<file path="src/rtl/rst_seq_ctrl_pkg.sv">
// Shared definitions for the reset sequencer: FSM state encoding, default sizing and counter widths.
// Optional drop counter is selected by RST_SEQ_DROP_CNT_EN (see rst_seq_ctrl.sv).
package rst_seq_ctrl_pkg;

    typedef enum logic [1:0] {
        StIdle  = 2'b00,
        StStage = 2'b01,
        StRun   = 2'b10,
        StHold  = 2'b11
    } seq_state_e;

    localparam int unsigned NumStageDflt = 3;
    localparam int unsigned StageDlyDflt = 16;
    localparam int unsigned LinkDbncDflt = 8;
    localparam int unsigned SoftHoldDflt = 64;
    localparam int unsigned DropCntW     = 8;

    // One shared cycle counter serves both the stage spacing and the hold timer.
    function automatic int unsigned cnt_width(int unsigned a, int unsigned b);
        return (a > b) ? $clog2(a) : $clog2(b);
    endfunction

endpackage

</file>
<file path="src/rtl/rst_seq_ctrl_if.sv">
// Link/soft-reset handshake and per-subsystem reset bundle between the sequencer and its users.
interface rst_seq_ctrl_if
    import rst_seq_ctrl_pkg::*;
#(
    parameter int unsigned NUM_STAGE = NumStageDflt
);

    logic                 smlh_link_up;
    logic                 soft_rst_req;
    logic                 soft_rst_ack;
    logic [NUM_STAGE-1:0] stage_rst_n;
    logic                 sys_ready;
    logic [DropCntW-1:0]  link_drop_cnt;

    modport master (
        output smlh_link_up, soft_rst_req,
        input  soft_rst_ack, stage_rst_n, sys_ready, link_drop_cnt
    );

    modport slave (
        input  smlh_link_up, soft_rst_req,
        output soft_rst_ack, stage_rst_n, sys_ready, link_drop_cnt
    );

endinterface

</file>
<file path="src/rtl/rst_seq_ctrl_link_dbnc.sv">
// 2-FF synchronizer for the asynchronous PCIe link-up plus a rise-only debounce producing link_ok_o.
module rst_seq_ctrl_link_dbnc #(
    parameter int unsigned LINK_DBNC = 8
) (
    input  logic core_clk,
    input  logic core_rst,
    input  logic link_async_i,
    output logic link_ok_o
);

    localparam int unsigned DbncW = $clog2(LINK_DBNC + 1);

    logic             sync1_q, sync2_q;
    logic [DbncW-1:0] dbnc_q, dbnc_d;
    logic             link_ok_q, link_ok_d;

    // Any synchronized low clears the run length and drops link_ok on the next edge.
    always_comb begin
        dbnc_d = dbnc_q;
        if (!sync2_q) begin
            dbnc_d = '0;
        end else if (dbnc_q != DbncW'(LINK_DBNC)) begin
            dbnc_d = dbnc_q + 1'b1;
        end
        link_ok_d = sync2_q && (dbnc_q == DbncW'(LINK_DBNC));
    end

    always_ff @(posedge core_clk or posedge core_rst) begin
        if (core_rst) begin
            sync1_q   <= 1'b0;
            sync2_q   <= 1'b0;
            dbnc_q    <= '0;
            link_ok_q <= 1'b0;
        end else begin
            sync1_q   <= link_async_i;
            sync2_q   <= sync1_q;
            dbnc_q    <= dbnc_d;
            link_ok_q <= link_ok_d;
        end
    end

    assign link_ok_o = link_ok_q;

endmodule

</file>
<file path="src/rtl/rst_seq_ctrl.sv">
// Staggered per-subsystem reset release gated by PCIe link-up, with soft-reset handshake.
// Define RST_SEQ_DROP_CNT_EN to build the saturating link-drop counter; otherwise it reads 0.
module rst_seq_ctrl
    import rst_seq_ctrl_pkg::*;
#(
    parameter int unsigned NUM_STAGE = NumStageDflt,
    parameter int unsigned STAGE_DLY = StageDlyDflt,
    parameter int unsigned LINK_DBNC = LinkDbncDflt,
    parameter int unsigned SOFT_HOLD = SoftHoldDflt
) (
    input logic           core_clk,
    input logic           core_rst,
    rst_seq_ctrl_if.slave seq_if
);

    localparam int unsigned CntW = cnt_width(STAGE_DLY, SOFT_HOLD);
    localparam int unsigned StgW = $clog2(NUM_STAGE + 1);

    seq_state_e           state_q, state_d;
    logic [CntW-1:0]      cnt_q, cnt_d;
    logic [StgW-1:0]      stg_q, stg_d;
    logic [NUM_STAGE-1:0] stage_q, stage_d;
    logic                 req_q, req_d, req_prev_q, req_new;
    logic                 ack_q, ack_d, rdy_q, rdy_d;
    logic                 link_ok;

    rst_seq_ctrl_link_dbnc #(
        .LINK_DBNC (LINK_DBNC)
    ) u_link_dbnc (
        .core_clk     (core_clk),
        .core_rst     (core_rst),
        .link_async_i (seq_if.smlh_link_up),
        .link_ok_o    (link_ok)
    );

    // Only a fresh rising edge counts, so a request still held after ack cannot retrigger.
    assign req_new = seq_if.soft_rst_req & ~req_prev_q;

    always_comb begin
        state_d = state_q;
        cnt_d   = cnt_q;
        stg_d   = stg_q;
        stage_d = stage_q;
        req_d   = req_q;
        unique case (state_q)
            StIdle: begin
                stage_d = '0;
                stg_d   = '0;
                cnt_d   = '0;
                if (req_new) begin
                    state_d = StHold;
                    req_d   = 1'b1;
                end else if (link_ok) begin
                    state_d = StStage;
                end
            end
            StStage, StRun: begin
                if (!link_ok || req_new) begin
                    state_d = StHold;
                    cnt_d   = '0;
                    stage_d = '0;
                    req_d   = req_new;
                end else if (state_q == StStage) begin
                    if (stg_q == StgW'(NUM_STAGE)) begin
                        state_d = StRun;
                    end else if (cnt_q == CntW'(STAGE_DLY - 1)) begin
                        cnt_d = '0;
                        stg_d = stg_q + 1'b1;
                        for (int unsigned k = 0; k < NUM_STAGE; k++) begin
                            if (stg_q == StgW'(k)) stage_d[k] = 1'b1;
                        end
                    end else begin
                        cnt_d = cnt_q + 1'b1;
                    end
                end
            end
            StHold: begin
                // Late requests and drops fold into this hold without restarting the timer.
                stage_d = '0;
                if (req_new) req_d = 1'b1;
                if (cnt_q == CntW'(SOFT_HOLD - 1)) begin
                    state_d = StIdle;
                    cnt_d   = '0;
                    req_d   = 1'b0;
                end else begin
                    cnt_d = cnt_q + 1'b1;
                end
            end
            default: state_d = StIdle;
        endcase
        ack_d = (state_d == StHold) && (cnt_d == CntW'(SOFT_HOLD - 1)) && req_d;
        rdy_d = (state_d == StRun);
    end

    always_ff @(posedge core_clk or posedge core_rst) begin
        if (core_rst) begin
            state_q    <= StIdle;
            cnt_q      <= '0;
            stg_q      <= '0;
            stage_q    <= '0;
            req_q      <= 1'b0;
            req_prev_q <= 1'b0;
            ack_q      <= 1'b0;
            rdy_q      <= 1'b0;
        end else begin
            state_q    <= state_d;
            cnt_q      <= cnt_d;
            stg_q      <= stg_d;
            stage_q    <= stage_d;
            req_q      <= req_d;
            req_prev_q <= seq_if.soft_rst_req;
            ack_q      <= ack_d;
            rdy_q      <= rdy_d;
        end
    end

`ifdef RST_SEQ_DROP_CNT_EN
    logic                drop;
    logic [DropCntW-1:0] drop_cnt_q;

    assign drop = ((state_q == StStage) || (state_q == StRun)) && !link_ok;

    always_ff @(posedge core_clk or posedge core_rst) begin
        if (core_rst) begin
            drop_cnt_q <= '0;
        end else if (drop && (drop_cnt_q != '1)) begin
            drop_cnt_q <= drop_cnt_q + 1'b1;
        end
    end

    assign seq_if.link_drop_cnt = drop_cnt_q;
`else
    assign seq_if.link_drop_cnt = '0;
`endif

    assign seq_if.stage_rst_n  = stage_q;
    assign seq_if.sys_ready    = rdy_q;
    assign seq_if.soft_rst_ack = ack_q;

endmodule

</file>
<file path="src/flat_wrapper.sv">
// flat-port wrapper written by rule: the top's interface ports become plain ports
module rst_seq_ctrl_flat import rst_seq_ctrl_pkg::*;
#(
    parameter int unsigned NUM_STAGE = NumStageDflt,
    parameter int unsigned STAGE_DLY = StageDlyDflt,
    parameter int unsigned LINK_DBNC = LinkDbncDflt,
    parameter int unsigned SOFT_HOLD = SoftHoldDflt
)
  (core_clk, core_rst, seq_if_smlh_link_up, seq_if_soft_rst_req, seq_if_soft_rst_ack, seq_if_stage_rst_n, seq_if_sys_ready, seq_if_link_drop_cnt);
  rst_seq_ctrl_if #(.NUM_STAGE(NUM_STAGE)) seq_if_i ();
  input logic core_clk;
  input logic core_rst;
  input wire logic [$bits(seq_if_i.smlh_link_up)-1:0] seq_if_smlh_link_up;
  input wire logic [$bits(seq_if_i.soft_rst_req)-1:0] seq_if_soft_rst_req;
  output wire logic [$bits(seq_if_i.soft_rst_ack)-1:0] seq_if_soft_rst_ack;
  output wire logic [$bits(seq_if_i.stage_rst_n)-1:0] seq_if_stage_rst_n;
  output wire logic [$bits(seq_if_i.sys_ready)-1:0] seq_if_sys_ready;
  output wire logic [$bits(seq_if_i.link_drop_cnt)-1:0] seq_if_link_drop_cnt;
  assign seq_if_i.smlh_link_up = seq_if_smlh_link_up;
  assign seq_if_i.soft_rst_req = seq_if_soft_rst_req;
  assign seq_if_soft_rst_ack = seq_if_i.soft_rst_ack;
  assign seq_if_stage_rst_n = seq_if_i.stage_rst_n;
  assign seq_if_sys_ready = seq_if_i.sys_ready;
  assign seq_if_link_drop_cnt = seq_if_i.link_drop_cnt;
  rst_seq_ctrl #(.NUM_STAGE(NUM_STAGE), .STAGE_DLY(STAGE_DLY), .LINK_DBNC(LINK_DBNC), .SOFT_HOLD(SOFT_HOLD)) u_core (.core_clk(core_clk), .core_rst(core_rst), .seq_if(seq_if_i));
endmodule
</file>
<file path="config.mk">
export PLATFORM = sky130hd
export DESIGN_NAME = rst_seq_ctrl_flat
export DESIGN_NICKNAME = d
export VERILOG_FILES = /design/src/rtl/rst_seq_ctrl_pkg.sv /design/src/rtl/rst_seq_ctrl_if.sv /design/src/rtl/rst_seq_ctrl_link_dbnc.sv /design/src/rtl/rst_seq_ctrl.sv /design/src/flat_wrapper.sv
export SDC_FILE = /design/constraint.sdc
export NUM_CORES = 1
export LEC_CHECK = 0
export CAP_MARGIN = 40
export CELL_PAD_IN_SITES_DETAIL_PLACEMENT = 2
export CELL_PAD_IN_SITES_GLOBAL_PLACEMENT = 2
export CORE_ASPECT_RATIO = 0.8
export CORE_UTILIZATION = 25
export DETAILED_ROUTE_END_ITERATION = 12
export PLACE_DENSITY = 0.71
export SLEW_MARGIN = 20
export SYNTH_ARGS = -nofsm -noshare
export SYNTH_HDL_FRONTEND = slang
export SYNTH_SLANG_ARGS = --single-unit
</file>
<file path="constraint.sdc">
create_clock -name core_clk -period 2.85 [get_ports core_clk]
set_clock_uncertainty 0.05 [all_clocks]
set_input_delay 0.57 -clock core_clk [delete_from_list [all_inputs] [get_ports core_clk]]
set_output_delay 0.57 -clock core_clk [all_outputs]
set_load 0.005 [all_outputs]
</file>
==> impl_metrics.yaml <==
yosys:
  avgSynthCellArea_um2: 9.62
  synth_seq_cells: 24
  synth_common_cells: "24 x dfrtp_1, 12 x nand2_1, 11 x ha_1"
  ys_top_cells_by_area: "dfrtp_1 41%, ha_1 9.4%, buf_4 4.1%"
  synth_edf_count: 0
  syn_inst: 152
  synth_area_mm2: 0.00146
  synth_ff_type: "dfrtp_1"
  netlist.area_leader.share_pct: 41.1
  synthMostInstantiatedCell: "dfrtp_1"
  async_flop_share_pct: 100
  synth_top_cell_by_area: "dfrtp_1"
  yosysSeqAreaShare_pct: 41.1
  yosysUniqueCellTypes: 48
  synth_warnings: 0
setup_path:
  ff2ff_setup_slack_ns: 0.39
  path_class: "flip-flop to flip-flop"
  crit_buf_inv: 1
  crit_required_ns: 2.97
  rr_worst_depth: 7
  max_stage_delay_ns: 0.47
  cp_max_fo: 8
  start_kind: "flip-flop"
  r2r-end: "u_core.seq_if.soft_rst_ack"
  critPathTopFamily: "simple AND/OR/NAND/NOR gates"
  slowest_stage: "ha_1"
  endpoint_kind: "flip-flop"
  worstPathCellList: "inv_1 -> ha_1 -> nand2_2 -> nor3_2 -> o21ai_1 -> a2111o_1 -> nor4_2"
  cp.arrival_ns: 2.59
  r2r-start: "u_core.state_q[0]"
placement:
  hpwl_um: 3040
  place_congestion: 0.866
  placed_area_mm2: 0.00159
  port_buffers: 8
  dp.cells: 234
clock_tree:
  post_cts_buffers: 0
  htree_levels: 1
  cts_num_sinks: 24
  cts_buffers: 3
  cts_hold_repair.buffers: 0
  cts_root_buffer: "clkbuf_8"
  cts_resized: 0
  cts_tree: "yes"
  clock_path_buffers: 2
  worstSkewPairLatency_ns: 0.27
  cts.clk_slew.worst_paths_ns: 0.09
sta:
  tightest_slew_ns: 0.509
  relSlewSlack_pct: 66.0
  max_clock_freq_ghz: 0.406
  setup_tns_ns: 0
  setup_violations: 0
  final_max_slew_viol_count: 0
  fin_crit_sh_pct: 86.4
  grt_setup_unrepaired: "false"
  finalCriticalPeriod_ns: 2.46
  finalHoldViolations: 0
hold_path:
  hold_depth: 0
  hold_end: "u_core.u_link_dbnc.sync2_q"
  hold_start: "u_core.u_link_dbnc.sync1_q"
  min_path_type: "flip-flop to flip-flop"
drt:
  drtPass1Iterations: 4
  ant_nets: 0
  viasPerCell: 4.79
  first_iter_violations: 47
  vias: 1141
  route.detailed.drc: 0
  wl_per_cell_um: 16.3
  routed_wirelength_um: 3870
cells_and_area:
  post-route-util_pct: 30.0
  instances_no_fill: 238
  num_antenna_cells: 0
  nNetsFinal: 176
  finalInstanceArea_mm2: 0.00166
  drive_gt1_share_pct: 8.75
  syn2layout_area_growth_pct: 13.8
global_route:
  grt_usage_pct: 13.6
  gr-total-overflow: 0
  antenna_found_initial: 0
  grt_pass1_vias: 1262
  grt_max_degree: 25
  grt_pass1_wl_um: 6400
floorplan:
  chipWidth_um: 87.5
  initial_utilization_pct: 26.3
  core_mm2: 0.00556
  die_y_um: 70.4
  die_area_mm2: 0.00616
  pin_count: 17
  row_count: 24
status:
  run_status: "finished clean"
flow_run:
  max_cap_viol_count: 0
power_and_ir_drop:
  powerDensity_mw_per_mm2: 409
  leakage_uw: 0.000717
  max-vdd-ir-drop_mv: 0.137
## worst reg2reg max path: stages (launching register included)
cell and delay, ns:
dfrtp_1 0.45, inv_1 0.10, ha_1 0.47, nand2_2 0.13, nor3_2 0.34, o21ai_1 0.16
a2111o_1 0.41, nor4_2 0.26
## cells by family (layout without fill, tap and decap cells)
kind of cell               after synthesis  in the layout  synth area share [%]
xor gates and xnor gates                 3              3                  1.80
and+or+nand+nor                         48             48                  17.9
adders and majority gates               11             11                  9.41
AOI/OAI and AO/OA                       41             41                  20.3
muxes                                    1              1                 0.684
DFF                                     24             24                  41.1
other                                    1              8                 0.256
buffers and inverters                   23             24                  8.64
## report_power, final
part	leakage (uW)	total (uW)	internal [uW]	switching (uW)
registers	0.000285	352	346	5.77
logic	0.000396	26.9	9.98	16.9
clock network	0.0000357	302	188	114
total	0.000717	680	544	136
## placed cells by master (no fill, tap or decap), types with 2 or more instances in the layout
cell             count
a21oi_1              5
a311oi_1             3
a31oi_1              6
and2_1               4
and3_1               2
buf_4                2
clkbuf_8             3
clkdlybuf4s50_1      8
conb_1               8
dfrtp_1             24
ha_1                11
inv_1               10
nand2_1             12
nand2_2              2
nand2b_1             5
nand3_1              2
nand4_1              2
nor2_1              10
nor3_1               3
o21a_1               2
o21ai_0              3
o21ai_1              3
o21bai_1             2
o22ai_1              2
xnor2_1              3
## per-stage QoR
stage | setup WS [ns] | hold WS (ns) | total power [uW]
after floorplan | 0.787 | 0.281 | 383
after global placement | 0.407 | 0.287 | 382
after detailed placement | 0.317 | 0.288 | 385
after CTS | 0.415 | 0.309 | 687
after global routing | 0.292 | 0.327 | 706
final | 0.387 | 0.308 | 680
## worst max path at each step
stage	cells after the start	to	start	slack, ns
global placement	6	u_core.seq_if.soft_rst_ack	seq_if_soft_rst_req	0.41
global route	7	u_core.seq_if.soft_rst_ack	u_core.state_q[0]	0.29
CTS	7	u_core.seq_if.soft_rst_ack	u_core.state_q[0]	0.41
detailed placement	6	u_core.seq_if.soft_rst_ack	seq_if_soft_rst_req	0.32
finish	7	u_core.seq_if.soft_rst_ack	u_core.state_q[0]	0.39
floorplan	8	u_core.seq_if.soft_rst_ack	u_core.state_q[0]	0.79
## sequential cells by signal (all words and copies together), names as in the netlist
signal and count:
u_core.state_q 2, u_core.req_prev_q 1, u_core.seq_if.sys_ready 1, u_core.seq_if.stage_rst_n 3, u_core.cnt_q 6, u_core.u_link_dbnc.sync2_q 1
u_core.u_link_dbnc.link_ok_o 1, u_core.stg_q 2, u_core.u_link_dbnc.dbnc_q 4, u_core.u_link_dbnc.sync1_q 1, u_core.seq_if.soft_rst_ack 1, u_core.req_q 1
## metal layers
layer	up-vias	GRT usage [%]	wire, um
met2	25	22.2	1790
met3	5	1.65	167
met4	0	3.83	44
li1	538	-	-
met5	-	0	0
met1	573	18.8	1870
## area by class of cell
| cell class | count | area, um^2 |
|---|---|---|
| Clock buffer | 3 | 41.3 |
| Clock inverter | 1 | 30.0 |
| Fill cell | 631 | 3890 |
| Inverter | 10 | 37.5 |
| Multi-Input combinational cell | 112 | 762 |
| Sequential cell | 24 | 601 |
| Tap cell | 78 | 97.6 |
| Timing Repair Buffer | 10 | 95.1 |
(Power assumes the default switching activity.)
